<file path="src/rtl/jmp_ras_ctrl.sv">
`default_nettype none
// ============================================================================
// Module   : jmp_ras_ctrl
// Purpose  : Jump-control decoder with return-address-stack (RAS) prediction.
//            Decodes JR / JALR / JAL into the register-jump mux select and the
//            R7 link write enable. JAL/JALR push their return address onto a
//            circular RAS; JR pops it and checks the prediction against the
//            resolved register target. A mispredict starts a fixed-length
//            flush of the fetch/decode pipeline registers.
// Ports    : clk, rst        - clock, asynchronous active-high reset
//            valid, stall    - decode handshake (accepted: valid & ~stall & ~flush)
//            opcode          - decode opcode
//            pc_plus2        - return address of the current instruction
//            rs_data         - resolved register jump target
//            jr_en, reg_7_en - combinational decode outputs
//            pred_valid/addr - RAS non-empty flag and top-of-stack entry
//            flush           - registered mispredict flush
//            ras_count       - RAS occupancy
//            ovf/unf_sticky  - overflow / underflow history flags
//            hit/miss_cnt    - saturating prediction statistics
// Revision : 1.0 - initial release
// ============================================================================
module jmp_ras_ctrl #(
    parameter int               DATA_W    = 16,
    parameter int               DEPTH     = 8,
    parameter int               OPC_W     = 5,
    parameter logic [OPC_W-1:0] OPC_JR    = 5'b00101,
    parameter logic [OPC_W-1:0] OPC_JALR  = 5'b00111,
    parameter logic [OPC_W-1:0] OPC_JAL   = 5'b00110,
    parameter int               FLUSH_CYC = 2,
    parameter int               CNT_W     = 16
) (
    input  logic                      clk,
    input  logic                      rst,
    input  logic                      valid,
    input  logic                      stall,
    input  logic [OPC_W-1:0]          opcode,
    input  logic [DATA_W-1:0]         pc_plus2,
    input  logic [DATA_W-1:0]         rs_data,
    output logic                      jr_en,
    output logic                      reg_7_en,
    output logic                      pred_valid,
    output logic [DATA_W-1:0]         pred_addr,
    output logic                      flush,
    output logic [$clog2(DEPTH):0]    ras_count,
    output logic                      ovf_sticky,
    output logic                      unf_sticky,
    output logic [CNT_W-1:0]          hit_cnt,
    output logic [CNT_W-1:0]          miss_cnt
);

    localparam int PTR_W = $clog2(DEPTH);
    // Flush countdown wide enough to hold FLUSH_CYC-1 for any FLUSH_CYC >= 1.
    localparam int FC_W  = $clog2(FLUSH_CYC) + 1;

    localparam logic [PTR_W:0]   C_FULL_CNT   = (PTR_W + 1)'(DEPTH);
    localparam logic [FC_W-1:0]  C_FLUSH_LOAD = FC_W'(FLUSH_CYC - 1);

    typedef enum logic [0:0] {
        ST_IDLE  = 1'b0,
        ST_FLUSH = 1'b1
    } state_t;

    // ------------------------------------------------------------------
    // State
    // ------------------------------------------------------------------
    logic [DATA_W-1:0] ent_q [DEPTH];
    logic [DATA_W-1:0] ent_d [DEPTH];
    logic [PTR_W-1:0]  tos_q,      tos_d;
    logic [PTR_W:0]    count_q,    count_d;
    state_t            state_q,    state_d;
    logic [FC_W-1:0]   fcnt_q,     fcnt_d;
    logic              flush_q,    flush_d;
    logic              ovf_q,      ovf_d;
    logic              unf_q,      unf_d;
    logic [CNT_W-1:0]  hit_q,      hit_d;
    logic [CNT_W-1:0]  miss_q,     miss_d;

    // ------------------------------------------------------------------
    // Decode (opcode only, independent of valid)
    // ------------------------------------------------------------------
    logic op_jr;
    logic op_jalr;
    logic op_jal;

    assign op_jr    = (opcode == OPC_JR);
    assign op_jalr  = (opcode == OPC_JALR);
    assign op_jal   = (opcode == OPC_JAL);
    assign jr_en    = op_jr | op_jalr;
    assign reg_7_en = op_jal | op_jalr;

    // ------------------------------------------------------------------
    // Prediction
    // ------------------------------------------------------------------
    logic [PTR_W-1:0] top_idx;
    logic             acc;
    logic             do_push;
    logic             do_pop;
    logic             pred_hit;
    logic             pred_miss;

    // tos points at the next free slot; the top entry sits one below (mod DEPTH).
    assign top_idx    = tos_q - PTR_W'(1);
    assign pred_valid = (count_q != '0);
    assign pred_addr  = ent_q[top_idx];

    assign acc       = valid & ~stall & ~flush_q;
    assign do_push   = acc & (op_jal | op_jalr);
    assign do_pop    = acc & op_jr;
    assign pred_hit  = do_pop & pred_valid & (rs_data == pred_addr);
    assign pred_miss = do_pop & ~pred_hit;

    // ------------------------------------------------------------------
    // Next-state logic
    // ------------------------------------------------------------------
    always_comb begin
        ent_d   = ent_q;
        tos_d   = tos_q;
        count_d = count_q;
        ovf_d   = ovf_q;
        unf_d   = unf_q;
        hit_d   = hit_q;
        miss_d  = miss_q;

        if (do_push) begin
            ent_d[tos_q] = pc_plus2;
            tos_d        = tos_q + PTR_W'(1);
            // When full the write lands on the oldest entry; occupancy holds.
            if (count_q == C_FULL_CNT) begin
                ovf_d = 1'b1;
            end else begin
                count_d = count_q + (PTR_W + 1)'(1);
            end
        end

        if (do_pop) begin
            if (pred_valid) begin
                // Popped on both hit and miss: the return is consumed either way.
                tos_d   = top_idx;
                count_d = count_q - (PTR_W + 1)'(1);
            end else begin
                unf_d = 1'b1;
            end
        end

        if (pred_hit && (hit_q != '1)) begin
            hit_d = hit_q + CNT_W'(1);
        end
        if (pred_miss && (miss_q != '1)) begin
            miss_d = miss_q + CNT_W'(1);
        end
    end

    // Flush sequencer; the countdown runs regardless of stall.
    always_comb begin
        state_d = state_q;
        fcnt_d  = fcnt_q;
        case (state_q)
            ST_IDLE: begin
                if (pred_miss) begin
                    state_d = ST_FLUSH;
                    fcnt_d  = C_FLUSH_LOAD;
                end
            end
            ST_FLUSH: begin
                if (fcnt_q == '0) begin
                    state_d = ST_IDLE;
                end else begin
                    fcnt_d = fcnt_q - FC_W'(1);
                end
            end
            default: begin
                state_d = ST_IDLE;
                fcnt_d  = '0;
            end
        endcase
        // Registered copy of the next state so flush rises the cycle after the miss.
        flush_d = (state_d == ST_FLUSH);
    end

    // ------------------------------------------------------------------
    // Registers
    // ------------------------------------------------------------------
    always_ff @(posedge clk or posedge rst) begin
        if (rst) begin
            for (int i = 0; i < DEPTH; i++) begin
                ent_q[i] <= '0;
            end
            tos_q   <= '0;
            count_q <= '0;
            state_q <= ST_IDLE;
            fcnt_q  <= '0;
            flush_q <= 1'b0;
            ovf_q   <= 1'b0;
            unf_q   <= 1'b0;
            hit_q   <= '0;
            miss_q  <= '0;
        end else begin
            for (int i = 0; i < DEPTH; i++) begin
                ent_q[i] <= ent_d[i];
            end
            tos_q   <= tos_d;
            count_q <= count_d;
            state_q <= state_d;
            fcnt_q  <= fcnt_d;
            flush_q <= flush_d;
            ovf_q   <= ovf_d;
            unf_q   <= unf_d;
            hit_q   <= hit_d;
            miss_q  <= miss_d;
        end
    end

    assign flush      = flush_q;
    assign ras_count  = count_q;
    assign ovf_sticky = ovf_q;
    assign unf_sticky = unf_q;
    assign hit_cnt    = hit_q;
    assign miss_cnt   = miss_q;

endmodule
`default_nettype wire

</file>
<file path="config.mk">
export PLATFORM = sky130hd
export DESIGN_NAME = jmp_ras_ctrl
export DESIGN_NICKNAME = d
export VERILOG_FILES = /design/src/rtl/jmp_ras_ctrl.sv
export SDC_FILE = /design/constraint.sdc
export NUM_CORES = 1
export LEC_CHECK = 0
export ABC_CLOCK_PERIOD_IN_PS = 6700
export BUFFER_PORTS_ARGS = -buffer_cell sky130_fd_sc_hd__buf_2
export CAP_MARGIN = 20
export CORE_MARGIN = 2
export CORE_UTILIZATION = 56
export CTS_CLUSTER_SIZE = 24
export DETAILED_ROUTE_END_ITERATION = 8
export PLACE_DENSITY = 0.87
export SLEW_MARGIN = 20
export SYNTH_ARGS = -nofsm -noshare
export SYNTH_HDL_FRONTEND = slang
export SYNTH_SLANG_ARGS = --single-unit
</file>
<file path="constraint.sdc">
create_clock -name clk -period 6.7 [get_ports clk]
set_input_delay 0.67 -clock clk [delete_from_list [all_inputs] [get_ports clk]]
set_output_delay 0.67 -clock clk [all_outputs]
set_load 0.05 [all_outputs]
</file>
=== After elaboration in Yosys (flattened, before gate mapping) ===
Cells that the tools add are included.

* $add $sub $neg: 7
* Order comparisons: 3
* Reductions and logical operators: 8
* Bitwise operators: 15
* Muxes and demuxes: 19
* Equal/unequal tests: 9

{| class="wikitable"
|+ Operators with widths
! kind !! number
|-
| bitwise mux 128 bit || 1
|-
| binary-select mux 16 bit (select 3 bit) || 1
|-
| demux 16 bit (select 3 bit) || 1
|-
| 2-to-1 mux 16 bit || 3
|-
| adder 16 x 1 -> 16 bit, second input constant || 2
|-
| != test 16 bit, second input constant || 2
|-
| == test 16 bit || 1
|-
| 2-to-1 mux 4 bit || 4
|-
| == test 5 x 3 -> 1 bit, second input constant || 3
|-
| 2-to-1 mux 3 bit || 3
|-
| >= comparator 4 bit, second input constant || 2
|-
| NOT 3 -> 4 bit || 2
|-
| bitwise AND 1 bit || 7
|-
| AND reduction 2 bit || 3
|-
| adder 4 x 1 -> 4 bit, second input constant || 1
|-
| == test 4 bit, second input constant || 1
|-
| < comparator 4 x 1 -> 1 bit, second input constant || 1
|-
| 2-to-1 mux 2 bit || 2
|-
| != test 2 bit, second input constant || 2
|-
| NOT 1 bit || 4
|-
| case mux 2 bit (2 select lines) || 1
|-
| nonzero test 4 bit || 1
|-
| subtractor 4 x 1 -> 4 bit, second input constant || 1
|-
| adder 3 x 1 -> 3 bit, second input constant || 1
|-
| other kinds (7) || 11
|}

* Bits in registers: 172
* Bits of input ports: 41
* Word-level logic and storage cells: 77

=== Logic depth before layout (Yosys ltp) ===
Gate-level depths: netlist of run 1.

* Depth after elaboration: 11
* Mapped depth: 18
* Gate-level depth less buffers: 10

=== Least setup slack after synthesis of run 1 ===
No wires, ideal clock.

* Path type: input to register
* Start point: in opcode[2]
* End point: reg ent_q[101] (netlist bit)
* Setup slack: 2.215 ns
* Setup time: 0.125 ns
* Arrival time: 4.360 ns
* Data required time: 6.575 ns
* Buffers on the path: 1
* Cell stages on the path: 5
* Path through: nor4bb_1 -> nand3_1 -> nor4_1 -> clkbuf_1 -> mux2_2

* Cells in the longest elaborated chain, start to end: 3

{| class="wikitable"
|+ Ends and longest elaborated chain
! what !! line !! text
|-
| start: declaration || 37 || <nowiki>input logic [OPC_W-1:0] opcode,</nowiki>
|-
| == test 5 x 3 -> 1 bit, on equally long branches || 88, 87 ||
|-
| OR 1 bit (*) || 108 || <nowiki>assign do_push = acc & (op_jal | op_jalr);</nowiki>
|-
| bitwise AND 1 bit (*) || 108 ||
|-
| end signal: indexed assignment || 200 || <nowiki>ent_q[i] <= ent_d[i];</nowiki>
|-
| end: declaration || 67 || <nowiki>logic [DATA_W-1:0] ent_q [DEPTH];</nowiki>
|}

Mark *: on every way between the ends. The rest lies on a longest branch, timed or not.
A chain may end at the register's enable or synchronous reset.

=== Worst setup path after layout of run 1 ===
* Start point: reg tos_q[0]
* End point: reg hit_q[6], in the netlist hit_cnt[6]

* Cells in the longest elaborated chain, start to end: 8

{| class="wikitable"
|+ Ends and longest elaborated chain
! what !! line !! text
|-
| start: declaration || 69 || <nowiki>logic [PTR_W-1:0] tos_q, tos_d;</nowiki>
|-
| start signal: assignment || 202 || <nowiki>tos_q <= tos_d;</nowiki>
|-
| subtractor 3 x 1 -> 3 bit || 103 || <nowiki>assign top_idx = tos_q - PTR_W'(1);</nowiki>
|-
| NOT 3 -> 4 bit (implied by the code) || 105 || <nowiki>assign pred_addr = ent_q[top_idx];</nowiki>
|-
| binary-select mux 16 bit (select 3 bit) || 105 ||
|-
| 2-to-1 mux 16 bit (implied by the code) (2 in series) || 105 ||
|-
| == test 16 bit || 110 || <nowiki>assign pred_hit = do_pop & pred_valid & (rs_data == pred_addr);</nowiki>
|-
| bitwise AND 1 bit || 110 ||
|-
| logical AND 1 bit || 146 || <nowiki>if (pred_hit && (hit_q != '1)) begin</nowiki>
|-
| end signal: assignment || 209 || <nowiki>hit_q <= hit_d;</nowiki>
|-
| end: declaration || 76 || <nowiki>logic [CNT_W-1:0] hit_q, hit_d;</nowiki>
|}

No other way between the ends. The select of a mux whose other input is x is not followed.

==> results of run 1 <==
[layer usage]
| layer | GRT usage (%) | vias up | routed length (µm) |
|---|---|---|---|
| met4 | 11.1 | 2 | 723 |
| met5 | 2.48 | - | 53 |
| li1 | - | 2679 | - |
| met1 | 36.6 | 3170 | 8630 |
| met3 | 5.18 | 56 | 1310 |
| met2 | 41.6 | 246 | 10200 |
[layout make-up]
cell class,instances,area share (%)
repair buffers,113,6.12
clock inverters,15,1.41
flip-flops and latches,172,43.4
multi-input cells,457,41.7
inverters,18,0.732
clock buffers,17,4.29
well taps,188,2.37
[through the flow]
stage	util, %	instance area, µm²	power (µW)	worst slack [ns]	cells
after floorplan	-	8640	2470	1.37	685
after global placement	61.6	9330	2780	1.93	947
after detailed placement	61.7	9340	2820	1.77	947
after CTS	65.4	9910	3790	1.67	979
after global routing	65.5	9920	3960	1.75	980
final	65.5	9920	3790	2.02	980
[placed cells by master, fill, tap and decap left out, types with 2 or more instances in the layout]
cell type	count
clkinvlp_4	4
clkinv_2	2
nor3b_1	18
clkbuf_16	17
o31ai_1	2
nand4_1	13
nor4bb_1	2
nand3_1	24
nand3b_1	8
inv_6	5
nor3_1	15
o21ai_0	6
o22ai_1	3
mux4_2	22
xor2_1	27
mux2i_1	24
dfrtp_1	171
buf_2	98
nor4_2	3
xnor2_1	31
nor2_1	14
clkinv_4	4
nand2b_1	3
nand2_1	48
mux2_1	2
and4_1	4
nor4_1	8
nand4b_1	2
nor4_4	2
buf_4	14
and3_1	9
mux2_2	135
ha_1	7
a21oi_1	6
inv_1	15
[sequential cells by signal, indices dropped and copies added (netlist names)]
name and flops:
ent_q 128, hit_cnt 16, miss_cnt 16, ras_count 4, tos_q 3, fcnt_q 2, flush 1, ovf_sticky 1
unf_sticky 1
[power groups by stage]
| stage | combinational, µW | clock, µW | sequential [µW] |
|---|---|---|---|
| floorplan | 1230 | 0 | 1240 |
| global placement | 1550 | 0 | 1220 |
| detailed placement | 1580 | 0 | 1230 |
| CTS | 1620 | 957 | 1220 |
| global route | 1720 | 1010 | 1230 |
| finish | 1620 | 955 | 1220 |
[logic make-up (layout without fill, tap and decap cells)]
logic type,Yosys count,after routing,share of synthesized area [%]
xor+xnor,60,60,6.17
compound gates,30,30,2.36
simple gates,177,177,11.3
mux,183,183,26.4
flops,172,172,49.8
fa+ha+maj,7,7,1.01
buf+inv,56,163,2.98
[worst min-delay path by stage]
stage | startpoint | to | slack, ns | cells past startpoint
floorplan | ent_q[49] | ent_q[49] | 0.47 | 1
global placement | ovf_sticky | ovf_sticky | 0.45 | 1
detailed placement | ovf_sticky | ovf_sticky | 0.45 | 1
CTS | rst | ent_q[112] | 0.45 | 2
global route | rst | ent_q[112] | 0.47 | 2
finish | rst | ent_q[112] | 0.41 | 2
==> results.sh, run 1 <==
export IMPL_worst_slew_pin_slew_ns=1.04
export IMPL_cp_cell_sequence="inv_1, ha_1, xor2_2, buf_4, mux2i_1, xor2_1, mux2i_1, a2111o_1, nor4_4, buf_6, buf_4, nand4b_1, xnor2_1"
export IMPL_switching_share_pct=41.6
export IMPL_hpwl_mm=13.0
export IMPL_cap_viol_max_count=0
export IMPL_multiInputGateArea_um2=4130
export IMPL_vias_per_cell=6.28
export IMPL_ant_nets=0
export IMPL_synthTopCellsByArea="dfrtp_1, mux2_2, mux4_2"
export IMPL_peakVddDrop_uv=321
export IMPL_core_area_um2=15100
export IMPL_synth_flop_cell="dfrtp_1"
export IMPL_track_usage_pct=26.6
export IMPL_seq_area_um2=4310
export IMPL_vias=6153
export IMPL_clk_root_buffer_cell="clkbuf_16"
export IMPL_die_y_um=128
export IMPL_rr_startpoint="tos_q[0]"
export IMPL_slew_headroom_pct=30.4
export IMPL_antenna_found_initial=0
export IMPL_clock_sinks=172
export IMPL_gr_total_overflow=0
export IMPL_final_hold_violation_count=0
export IMPL_synth_warnings=0
export IMPL_r2r_setup_slack_ns=2.02
export IMPL_sequentialPowerShare_pct=32.2
export IMPL_cp_end_kind="flop"
export IMPL_slew_viol_final=0
export IMPL_netlist_instances=685
export IMPL_startpoint="tos_q[0]"
export IMPL_grt_max_degree=97
export IMPL_worst_path_max_fanout=14
export IMPL_clk_pin_slew_ns=0.07
export IMPL_critPathRequiredTime_ns=7.05
export IMPL_critPathArrivalTime_ns=5.03
export IMPL_grt_first_pass_wirelength_mm=33.3
export IMPL_synth_seq_cells=172
export IMPL_worst_path_largest_cell_delay_ns=0.77
export IMPL_io_buffers=98
export IMPL_num_rows=45
export IMPL_cts_resized=0
export IMPL_ys_seq_area_share_pct=49.8
export IMPL_drive_above_1_share_pct=39.5
export IMPL_synth_nets=733
export IMPL_drc=0
export IMPL_switchingPower_uw=1580
export IMPL_rsz0062_at_grt="no"
export IMPL_async_flop_share_pct=100
export IMPL_drt_iter0_markers=602
export IMPL_insertedDiodeCount=0
export IMPL_r2r_end="hit_cnt[6]"
export IMPL_synth_most_common_cell="dfrtp_1"
export IMPL_grt_pass1_vias=6029
export IMPL_path_buf_inv=4
export IMPL_status="completed"
export IMPL_die_w_um=128
export IMPL_cp_endpoint="hit_cnt[6]"
export IMPL_fillers=1063
export IMPL_synth_common_cells="dfrtp_1, mux2_2, nand2_1"
export IMPL_synth_top_area_share_pct=49.8
export IMPL_critical_path_depth=13
export IMPL_p_comb_share_pct=42.7
export IMPL_wl_mm=20.9
export IMPL_r2r_cells=13
export IMPL_nets=827
export IMPL_syn_to_final_growth_pct=14.8
export IMPL_cts_hold_buffers=0
export IMPL_hold_slack_ns=0.407
export IMPL_firstDrtPassIters=5
export IMPL_power_density_nw_per_um2=383
export IMPL_period_minus_slack_ns=4.68
export IMPL_cts_made_buffers=17
export IMPL_cts_max_level=4
export IMPL_tns_ns=0
export IMPL_avgRoutedWirePerCell_um=21.3
export IMPL_synth_edf_count=0
export IMPL_internal_power_uw=2220
export IMPL_hold_class="in -> async"
export IMPL_critical_path_top_delay_family="XOR/XNOR gates"
export IMPL_start_util_pct=57.1
export IMPL_p_clk_share_pct=25.2
export IMPL_gp_congestion=0.794
export IMPL_p_leak_uw=0.00496
export IMPL_cts_tree="yes"
export IMPL_synth_cell_type_count=52
export IMPL_io_pins=99
export IMPL_startpoint_type="flop"
export IMPL_die_area_um2=16400
export IMPL_min_period_over_period_pct=69.9
export IMPL_insertion_delay_ns=0.43
export IMPL_clockBufferDepth=2
export IMPL_crit_type="reg -> reg"
export IMPL_synth_area_um2=8640
export IMPL_yosysTopAreaCell="dfrtp_1"
export IMPL_max_freq_ghz=0.214
export IMPL_synth_area_per_cell_um2=12.6
export IMPL_post_cts_buffers=0
export IMPL_setup_viol=0
export IMPL_slowest_stage="xor2_2"
export IMPL_clock_skew_ns=0.00812
(Power assumes the default switching activity.)
==> run 2: changes to the inputs <==
--- a/config.mk
+++ b/config.mk
@@ -5,14 +5,15 @@
 export SDC_FILE = /design/constraint.sdc
 export NUM_CORES = 1
 export LEC_CHECK = 0
-export ABC_CLOCK_PERIOD_IN_PS = 6700
+export ABC_AREA = 1
+export ABC_CLOCK_PERIOD_IN_PS = 4500
 export BUFFER_PORTS_ARGS = -buffer_cell sky130_fd_sc_hd__buf_2
 export CAP_MARGIN = 20
 export CORE_MARGIN = 2
 export CORE_UTILIZATION = 56
 export CTS_CLUSTER_SIZE = 24
 export DETAILED_ROUTE_END_ITERATION = 8
-export PLACE_DENSITY = 0.87
+export PLACE_DENSITY = 0.86
 export SLEW_MARGIN = 20
 export SYNTH_ARGS = -nofsm -noshare
 export SYNTH_HDL_FRONTEND = slang
==> constraint.sdc (replaced) <==
create_clock -name clk -period 4.5 [get_ports clk]
set_input_delay 0.45 -clock clk [delete_from_list [all_inputs] [get_ports clk]]
set_output_delay 0.45 -clock clk [all_outputs]
set_load 0.05 [all_outputs]
==> run 2 against run 1 <==
Against the previous run: area after synthesis increased by 9.8%; routed wire length increased by 22%; register-to-register slack got worse by 0.45 ns; sequential cell count unchanged; largest power group unchanged; critical path type unchanged.
==> results.sh, run 2 <==
export IMPL_cp_end_kind="flop"
export IMPL_synth_flop_cell="dfrtp_1"
export IMPL_ant_nets=0
export IMPL_slew_headroom_pct=32.4
export IMPL_layout_commonest_cell="nand2_1"
export IMPL_insertion_delay_ns=0.43
export IMPL_post_cts_buffers=0
export IMPL_rr_startpoint="tos_q[1]"
export IMPL_die_w_um=134
export IMPL_netlist_instances=1292
export IMPL_grt_pass1_vias=8404
export IMPL_yosys_mux_area_fraction_pct=0
export IMPL_r2r_cells=15
export IMPL_tns_ns=0
export IMPL_p_comb_share_pct=49.7
export IMPL_vias_per_cell=5.53
export IMPL_avgRoutedWirePerCell_um=16.0
export IMPL_peakVddDrop_uv=492
export IMPL_path_buf_inv=3
export IMPL_cap_viol_max_count=0
export IMPL_clockBufferDepth=2
export IMPL_hold_class="in -> async"
export IMPL_wl_mm=25.5
export IMPL_r2r_setup_slack_ns=1.57
export IMPL_fin_area_um2=10600
export IMPL_drc=0
export IMPL_hold_slack_ns=0.137
export IMPL_core_area_um2=16600
export IMPL_switching_share_pct=48.0
export IMPL_crit_type="reg -> reg"
export IMPL_firstDrtPassIters=7
export IMPL_die_y_um=134
export IMPL_clk_root_buffer_cell="clkbuf_16"
export IMPL_grt_max_degree=90
export IMPL_worst_path_largest_cell_delay_ns=0.43
export IMPL_rsz0062_at_grt="no"
export IMPL_synth_common_cells="nand2_1, inv_1, dfrtp_1"
export IMPL_power_density_nw_per_um2=611
export IMPL_synth_warnings=0
export IMPL_cts_max_level=4
export IMPL_clock_sinks=172
export IMPL_cts_tree="yes"
export IMPL_cts_made_buffers=17
export IMPL_min_period_over_period_pct=65.2
export IMPL_synth_area_per_cell_um2=7.34
export IMPL_nets=1411
export IMPL_drt_iter0_markers=956
export IMPL_ys_seq_area_share_pct=45.4
export IMPL_status="completed"
export IMPL_critPathArrivalTime_ns=3.24
export IMPL_synthTopCellsByArea="dfrtp_1, nand2_1, o21ai_0"
export IMPL_antenna_found_initial=1
export IMPL_clk_pin_slew_ns=0.06
export IMPL_max_freq_ghz=0.341
export IMPL_die_area_um2=18000
export IMPL_grt_first_pass_wirelength_mm=42.0
export IMPL_switchingPower_uw=3130
export IMPL_cp_cell_sequence="inv_1, ha_1, buf_4, nand3_1, nand3_1, nand2_1, nand2_1, nand2_1, nor2_1, nand2_1, nor2_4, nand4_2, buf_4, nand2_1, o21ai_2"
export IMPL_p_clk_share_pct=22.6
export IMPL_critPathRequiredTime_ns=4.81
export IMPL_internal_power_uw=3380
export IMPL_drive_above_1_share_pct=13.0
export IMPL_vias=8828
export IMPL_synth_edf_count=0
export IMPL_worst_slew_pin_slew_ns=1.01
export IMPL_period_minus_slack_ns=2.93
export IMPL_yosysTopAreaCell="dfrtp_1"
export IMPL_setup_viol=0
export IMPL_synth_most_common_cell="nand2_1"
export IMPL_critical_path_depth=15
export IMPL_clock_skew_ns=0.00882
export IMPL_final_hold_violation_count=0
export IMPL_syn_to_final_growth_pct=12.2
export IMPL_hpwl_mm=16.6
export IMPL_slowest_stage="dfrtp_1"
export IMPL_track_usage_pct=29.8
export IMPL_slew_viol_final=0
export IMPL_io_pins=99
export IMPL_final_cell_mix="nand2_1, inv_1, dfrtp_1"
export IMPL_synth_fa_ha_area_share_pct=0.923
export IMPL_regMostFlops="ent_q"
export IMPL_synth_cell_type_count=33
export IMPL_post_route_util_pct=64.2
export IMPL_synth_nets=1340
export IMPL_synth_seq_cells=172
export IMPL_p_leak_uw=0.00545
export IMPL_largest_reg_flops=128
export IMPL_dpl_instance_area_um2=10000
export IMPL_startpoint_type="flop"
export IMPL_gp_congestion=0.967
export IMPL_cts_hold_buffers=0
export IMPL_synth_top_area_share_pct=45.4
export IMPL_cpMostUsedCell="nand2_1"
export IMPL_yosys_area_share_xor_xnor_pct=3.39
export IMPL_sequentialPowerShare_pct=27.7
export IMPL_critical_path_top_delay_family="simple AND/OR/NAND/NOR gates"
export IMPL_start_util_pct=57.2
export IMPL_yosys_area_share_simple_pct=31.4
export IMPL_cts_resized=0
export IMPL_num_rows=47
export IMPL_synth_top_family_by_area="simple AND/OR/NAND/NOR gates"
export IMPL_synth_area_um2=9490
export IMPL_r2r_end="hit_cnt[10]"
export IMPL_gr_total_overflow=0
export IMPL_io_buffers=98
export IMPL_worst_path_max_fanout=34
export IMPL_async_flop_share_pct=100
export IMPL_synth_compound_area_share_pct=8.86
export IMPL_power_uw=6510
==> run 2: worst max path at each step <==
stage,endpoint,from
CTS,pred_addr[12],tos_q[1]
floorplan,fcnt_q[0],opcode[3]
detailed placement,hit_cnt[10],tos_q[1]
global route,miss_cnt[0],tos_q[1]
global placement,hit_cnt[1],tos_q[1]
finish,hit_cnt[10],tos_q[1]
==> run 2: cell type report <==
| class | count | area (µm²) |
|---|---|---|
| antenna | 1 | 2.50 |
| fill | 1425 | 5940 |
| clock buffer | 24 | 492 |
| clock inverter | 6 | 86.3 |
| sequential | 172 | 4310 |
| timing repair buffer | 107 | 571 |
| multi-input combinational | 890 | 4250 |
| tap | 220 | 275 |
| inverter | 175 | 663 |
==> run 2: power by group through the flow <==
stage / Sequential [µW] / Combinational (µW) / Clock [µW]
final: 1800 / 3230 / 1470
after global routing: 1820 / 3520 / 1540
after CTS: 1800 / 3170 / 1480
after floorplan: 1860 / 2370 / 0
after detailed placement: 1830 / 3130 / 0
after global placement: 1820 / 3080 / 0
==> run 2: metrics by stage <==
step           std cells  setup WS [ns]
6_report            1595           1.57
5_1_grt             1595           1.26
4_1_cts             1594           1.60
3_5_place_dp        1564           1.64
3_3_place_gp        1564           1.69
2_1_floorplan       1292           1.55
==> run 2: cell families (layout without fill, tap and decap cells) <==
kind of cell / Yosys count / in the layout
and+or+nand+nor: 693 / 693
buffers and inverters: 230 / 312
DFF: 172 / 172
AOI/OAI and AO/OA: 155 / 155
xor gates and xnor gates: 35 / 35
adders and majority gates: 7 / 7
other: 0 / 1
==> run 2: per-layer routing <==
metal,part of all wire [%],vias to the layer above,GRT usage [%]
met1,41,4153,39.5
met3,7.3,94,5.03
li1,-,4175,-
met5,0,-,0
met4,5.0,0,16.7
met2,46,406,46.8
